`src/rtl/aibcr3_rambit_cfg_ctrl.sv`:
```
// Serial config sequencer for the aibcr3 rambit chain.
// Ports: wr_* word in, rd_* old chain out, scan_* chain I/F, busy, power pins.
module aibcr3_rambit_cfg_ctrl #(
  parameter int NBITS     = 32,
  parameter int SHIFT_DIV = 1
) (
  input  logic             cfg_avmm_clk,
  input  logic             cfg_avmm_rst_n,
  input  logic             wr_valid,
  output logic             wr_ready,
  input  logic [NBITS-1:0] wr_data,
  output logic             rd_valid,
  output logic [NBITS-1:0] rd_data,
  output logic             scan_en,
  output logic             scan_din,
  input  logic             scan_dout,
  output logic             scan_upd,
  output logic             busy,
  input  logic             vcc,
  input  logic             vssl
);

  localparam int CW = $clog2(NBITS + 1);
  localparam int DW = (SHIFT_DIV > 1) ? $clog2(SHIFT_DIV) : 1;
  localparam logic [DW-1:0] DIV_MAX = DW'(SHIFT_DIV - 1);
  localparam logic [CW-1:0] LAST    = CW'(NBITS - 1);

  typedef enum logic [1:0] {
    IDLE, SHIFT, UPDATE, DONE
  } state_t;

  state_t           state;
  state_t           state_nxt;
  logic [NBITS-1:0] sreg;
  logic [CW-1:0]    bit_cnt;
  logic [DW-1:0]    div_cnt;
  logic             accept;
  logic             tick;
  logic             unused_pwr;

  assign unused_pwr = vcc ^ vssl;

  assign accept = wr_valid & wr_ready;
  assign tick   = (state == SHIFT) && (div_cnt == DIV_MAX);

  always_ff @(posedge cfg_avmm_clk or negedge cfg_avmm_rst_n) begin
    if (!cfg_avmm_rst_n) state <= IDLE;
    else                 state <= state_nxt;
  end

  always_comb begin
    state_nxt = state;
    unique case (state)
      IDLE:   if (accept) state_nxt = SHIFT;
      SHIFT:  if (tick && bit_cnt == LAST) state_nxt = UPDATE;
      UPDATE: state_nxt = DONE;
      DONE:   state_nxt = IDLE;
      default: state_nxt = IDLE;
    endcase
  end

  always_comb begin
    wr_ready = 1'b0;
    scan_en  = 1'b0;
    scan_upd = 1'b0;
    rd_valid = 1'b0;
    unique case (state)
      IDLE:   wr_ready = 1'b1;
      SHIFT:  scan_en  = tick;
      UPDATE: scan_upd = 1'b1;
      DONE:   rd_valid = 1'b1;
      default: wr_ready = 1'b0;
    endcase
  end

  assign busy     = (state != IDLE);
  assign scan_din = sreg[0];

  // Chain tail enters at the MSB so that after NBITS ticks sreg holds
  // the previous chain contents in word order.
  always_ff @(posedge cfg_avmm_clk or negedge cfg_avmm_rst_n) begin
    if (!cfg_avmm_rst_n) begin
      sreg    <= '0;
      bit_cnt <= '0;
      div_cnt <= '0;
      rd_data <= '0;
    end else begin
      if (accept) begin
        sreg    <= wr_data;
        bit_cnt <= '0;
        div_cnt <= '0;
      end else if (state == SHIFT) begin
        div_cnt <= tick ? '0 : div_cnt + 1'b1;
        if (tick) begin
          sreg    <= {scan_dout, sreg[NBITS-1:1]};
          bit_cnt <= bit_cnt + 1'b1;
        end
      end
      if (state == UPDATE) rd_data <= sreg;
    end
  end

endmodule

```
`config.mk`:
```
export PLATFORM = sky130hd
export DESIGN_NAME = aibcr3_rambit_cfg_ctrl
export DESIGN_NICKNAME = d
export VERILOG_FILES = /design/src/rtl/aibcr3_rambit_cfg_ctrl.sv
export SDC_FILE = /design/constraint.sdc
export NUM_CORES = 1
export LEC_CHECK = 0
export CORE_ASPECT_RATIO = 1.5
export CORE_MARGIN = 2
export CORE_UTILIZATION = 53
export CTS_CLUSTER_SIZE = 14
export DETAILED_ROUTE_END_ITERATION = 10
export GPL_TIMING_DRIVEN = 0
export PLACE_DENSITY = 0.84
export SYNTH_ARGS = -nofsm -noshare
export SYNTH_HDL_FRONTEND = slang
export SYNTH_SLANG_ARGS = --single-unit
```
`constraint.sdc`:
```
create_clock -name cfg_avmm_clk -period 2.49 [get_ports cfg_avmm_clk]
set_clock_uncertainty 0.05 [all_clocks]
set_input_delay 0.3735 -clock cfg_avmm_clk [delete_from_list [all_inputs] [get_ports cfg_avmm_clk]]
set_output_delay 0.3735 -clock cfg_avmm_clk [all_outputs]
set_load 0.02 [all_outputs]
```
* Yosys cells after proc, flatten, opt, wreduce, memory -nomap -nowiden
Index checks and enable logic that the tools add are counted.
** Word-level totals
- Bits in registers :: 73
- Input bits :: 38
- Output and inout bits :: 38
** Cells by class
- Add/sub/neg operators :: 2
- Bitwise logic cells :: 2
- Muxes and demuxes :: 16
- Equality and inequality tests :: 6
- Reductions and logical operators :: 8
** Operators with widths (count)
- $mux 32 :: 3
- $mux 6 :: 3
- $pmux 2 s4 :: 1
- $mux 1 :: 7
- $add 6x1->6 const B :: 1
- $eq 6x5->1 const B :: 1
- $reduce_bool 2->1 :: 3
- $eq 2x2->1 const B :: 2
- $mux 2 :: 2
- $ne 2x2->1 const B :: 2
- $reduce_and 2->1 :: 2
- $eq 2x1->1 const B :: 1
- $logic_and 1x1->1 :: 2
- $logic_not 2->1 :: 1
- $add 1x1->1 const B :: 1
- $and 1x1->1 :: 1
- $not 1->1 :: 1

* Depth between registers and ports, before layout
Gate-level depths: netlist (run 1).
- Word-level depth :: 5
- Depth in mapped cells :: 8
- Depth with buffers taken out :: 7

* Worst setup path after synthesis (run 1)
OpenSTA, ideal clock, no wires.
- Kind :: register to register
- Start point :: register state[0]
- End point :: register state[1]
- Cell stages (with the launch flop) :: 7
- Data arrival time :: 1527 ps
- Path slack :: 788 ps
- Data required time :: 2315 ps
- Setup time :: 125 ps
- Cells stage by stage :: dfrtp_1 -> inv_1 -> ha_1 -> nor2b_1 -> nor2_1 -> a21oi_2 -> mux2_4
** On the way
- Word-level cells in the longest chain between the ends :: 5
- Elaborated cells on any way between the ends :: 12
- Those cells by class :: eq/ne: 5; mux: 2; bitwise: 1; reduce/logical: 4
** Ends and longest elaborated chain
- start, declared :: RTL line 32 : state_t state;
- start signal, assigned :: RTL line 48 : else state <= state_nxt;
- $logic_not 2->1 :: RTL line 67 : unique case (state)
- $mux 1 :: RTL line 67
- named net wr_ready :: RTL line 10 : output logic wr_ready,
- $and 1x1->1 :: RTL line 43 : assign accept = wr_valid & wr_ready;
- $ne 2x2->1 (no source line)
- $reduce_and 2->1 (no source line)
The timed path passes the listed nets, and every way through them passes these cells.
A chain may end at the register's enable or synchronous reset.

* Worst setup path after layout (run 1)
- Start point :: register state[1]
- End point :: output busy
** On the way
- Word-level cells in the longest chain between the ends :: 1
** Ends and longest elaborated chain
- $reduce_bool 2->1 :: RTL line 76 : assign busy = (state != IDLE);
- end, declared :: RTL line 18 : output logic busy,
No other way between the ends.

==> results.toml, run 1 <==
[floorplan]
die_outline_area_mm2 = 0.006652
core_region_area_mm2 = 0.005786
cell_rows = 34
floorplan.initialDensity_pct = 55.00
die_height_um = 98.90
num_io_pins = 76
chipWidth_um = 67.27

[global_routing]
grt_overflow_total = 0
globalRouteTotalUtil_pct = 20.91
first_global_vias = 2211
pin_count_of_the_biggest_net_entering_global_routing = 74
antenna_violations_before_repair = 0
global_route_wire_length_before_repair_um = 10460

[logic_synthesis]
synthesis.yosys.warnings = 0
synth_area_mm2 = 0.003182
synth_seq_area_share_pct = 57.41
ys_seq_elements = 73
synthesis.nets = 302
synth_top_area_share_pct = 57.41
yosys.area.top_type = "sky130_fd_sc_hd__dfrtp_1"
synth_area_leaders = "sky130_fd_sc_hd__dfrtp_1 (57%), sky130_fd_sc_hd__mux2_2 (11%), sky130_fd_sc_hd__mux2i_1 (10%)"
synth_cell_types = 27
post_synth_inst_count = 258
synthesis.area_per_instance_um2 = 12.33

[clocking]
root_buffer = "sky130_fd_sc_hd__clkbuf_8"
postCtsSetupRepairBufs = 0
cts_max_level = 3
ctsResizeCount = 0
tritoncts = "done"
cts.sinks = 73
worst_skew_pair.late_latency_ns = 0.34
clkTransAtPathRegs_ns = 0.07
cts.path.max_buffers = 2
numCtsBuffers = 9
cts_hold_buf = 0

[detailed_routing]
m1WireLength_um = 2575
met2_wirelength_um = 3264
uppermost_routed_layer = "met4"
met3RoutedLength_um = 206
drt_first_pass_iters = 4
avgRoutedWirePerCell_um = 14.76
route.detailed.vias_per_inst = 5.227
detailedRoute.firstIterationViolations = 125
route.antenna.remaining_nets = 0
detail_route.drc_violations = 0
wirelength_um = 6168
route.vias.total = 2185

[timing]
count_of_endpoints_failing_setup_in_the_final_report = 0
timing.final.crit_period_ns = 2.134
f_max_ghz = 0.4686
drv_slew = 0
tightest_slew_ns = 0.9052
final_min_period_over_clock_period_pct = 85.70
crit_path_setup_slack_layout_ns = 0.3561
slew_headroom_pct = 39.65
rsz0062_at_grt = "false"
timing.final.hold_violations = 0

[placed_design]
post-place-ws_ns = 0.4493
place_congestion = 0.7750
place_area_mm2 = 0.004000
detailedPlacementHpwl_um = 4415
port-buffer-count = 73

[worst_setup_path]
cpPeakStageDelay_ns = 0.59
path_cells = "inv_1 > ha_1 > inv_1 > clkdlybuf4s50_1"
cp_slowest_cell = "sky130_fd_sc_hd__clkdlybuf4s50_1"
critPathMostFrequentCell = "sky130_fd_sc_hd__inv_1"
worst_setup_path_end_kind = "primary output"
timing.critical_path.max_delay_family = "buffers and inverters"
setup.worst_path.class = "flop to primary output"
cp_data_arrival_time_ns = 1.71
required_ns = 2.07
cp_max_fo = 4
worstPathBufferInverterCount = 3
worstSetupStartpointType = "flop"

[cells_and_area]
syn2layout_area_growth_pct = 31.93
layout.cell_area.non_filler_mm2 = 0.004198
design.final.nets = 386
final_layout_size_suffix_gt1_share_pct = 18.50
postLayoutCoreUtil_pct = 72.56
num_antenna_cells = 0

[power_and_ir_drop]
power.static_leakage_nw = 1.984
worst_ir_drop_vdd_mv = 0.7122
power.density_mw_per_mm2 = 1387

[worst_hold_path]
min-delay-path-class = "input port to async pin"

[run_status]
outcome = "completed"

[run]
cap_viol_max_count = 0
layer usage:
metal / global-route usage [%] / vias up
li1: - / 1041
met1: 26.18 / 1082
met2: 34.58 / 53
met3: 3.196 / 9
met4: 10.36 / 0
met5: 0 / -
registers in the layout (all words and copies together), names as in the netlist:
signal   cells
div_cnt      1
bit_cnt      6
state        2
sreg        32
rd_data     32
kinds of logic after synthesis:
logic type,after synthesis,synth area share (%)
AO/OA/AOI/OAI,34,5.466
XOR/XNOR,5,1.376
adder cells (fa/ha/maj),6,2.359
buffers and inverters,20,4.207
flip-flops,73,57.41
multiplexers,66,22.18
AND/OR/NAND/NOR,54,7.000
worst register-to-register path: cells and delay by family (launching register included):
kind,cells,cell delay [ns]
AOI/OAI and AO/OA,1,0.14
adders and majority gates,1,0.22
and+or+nand+nor,1,0.15
buffers and inverters,3,0.68
DFF,1,0.40
per-stage QoR:
stage	hold WS [ns]	std cells	TNS (ns)	total power, mW
finish	0.1021	418	0	5.821
detailed placement	0.4453	403	0	4.973
global placement	0.4390	403	-104.95	4.883
global route	0.1954	418	0	6.214
floorplan	0.02791	258	0	3.941
CTS	0.1495	418	0	5.894
where the power goes:
part / total [mW] / leakage (nW) / internal (mW) / switching, mW
Sequential: 2.12 / 0.902 / 1.76 / 0.360
Clock: 0.914 / 0.102 / 0.509 / 0.405
Combinational: 2.78 / 0.980 / 1.48 / 1.31
layout make-up:
type                    instances  area (um2)
fillers                       432        1588
plain buffers                  16       113.9
repair buffers                 73       730.7
well taps                      72       90.09
clock inverters                 3       40.04
clock buffers                  12       155.1
inverters                       4       20.02
multi-input cells             165        1221
flip-flops and latches         73        1827
cells in the mapped netlist, drive strengths merged:
library cell,number
nand2,38
o21ai,32
and2,1
and3,1
a21oi,2
xnor2,1
nor2b,1
clkbuf,3
buf,13
nand2b,1
nor3,1
xor2,4
dfrtp,73
clkinv,1
nand4,2
mux2,33
mux2i,33
ha,6
inv,3
nor2,8
nor3b,1
cells in the final DEF (no fill, tap or decap), types with 4 or more instances in the layout:
cell,count
sky130_fd_sc_hd__buf_2,9
sky130_fd_sc_hd__clkbuf_8,11
sky130_fd_sc_hd__clkdlybuf4s50_1,71
sky130_fd_sc_hd__dfrtp_1,73
sky130_fd_sc_hd__ha_1,6
sky130_fd_sc_hd__mux2_2,32
sky130_fd_sc_hd__mux2i_1,33
sky130_fd_sc_hd__nand2_1,38
sky130_fd_sc_hd__nor2_1,8
sky130_fd_sc_hd__o21ai_1,30
sky130_fd_sc_hd__xor2_1,4
path summary, 6_finish.rpt:
kind | depth (start not counted) | endpoint | startpoint | slack, ns
max | 4 | busy | state[1] | 0.36
max in group asynchronous | 1 | rd_data[16] | cfg_avmm_rst_n | 1.69
min reg2reg | 1 | rd_data[20] | rd_data[20] | 0.46
min in group cfg_avmm_clk | 1 | rd_data[20] | rd_data[20] | 0.46
min | 1 | bit_cnt[2] | cfg_avmm_rst_n | 0.10
max reg2reg | 6 | sreg[16] | state[0] | 0.71
Power figures use the tool's default switching activity.
==> inputs of run 2 (changes only) <==
--- a/config.mk
+++ b/config.mk
@@ -15,3 +15,4 @@
 export SYNTH_ARGS = -nofsm -noshare
 export SYNTH_HDL_FRONTEND = slang
 export SYNTH_SLANG_ARGS = --single-unit
+export TNS_END_PERCENT = 1
==> results of run 2 <==
The final DEF is identical to that of run 1; final timing and power are the same.
==> inputs of run 3 (changes only) <==
--- a/config.mk
+++ b/config.mk
@@ -5,6 +5,7 @@
 export SDC_FILE = /design/constraint.sdc
 export NUM_CORES = 1
 export LEC_CHECK = 0
+export CAP_MARGIN = 20
 export CORE_ASPECT_RATIO = 1.5
 export CORE_MARGIN = 2
 export CORE_UTILIZATION = 53
==> results of run 3 <==
The final DEF is identical to that of run 1; final timing and power are the same.
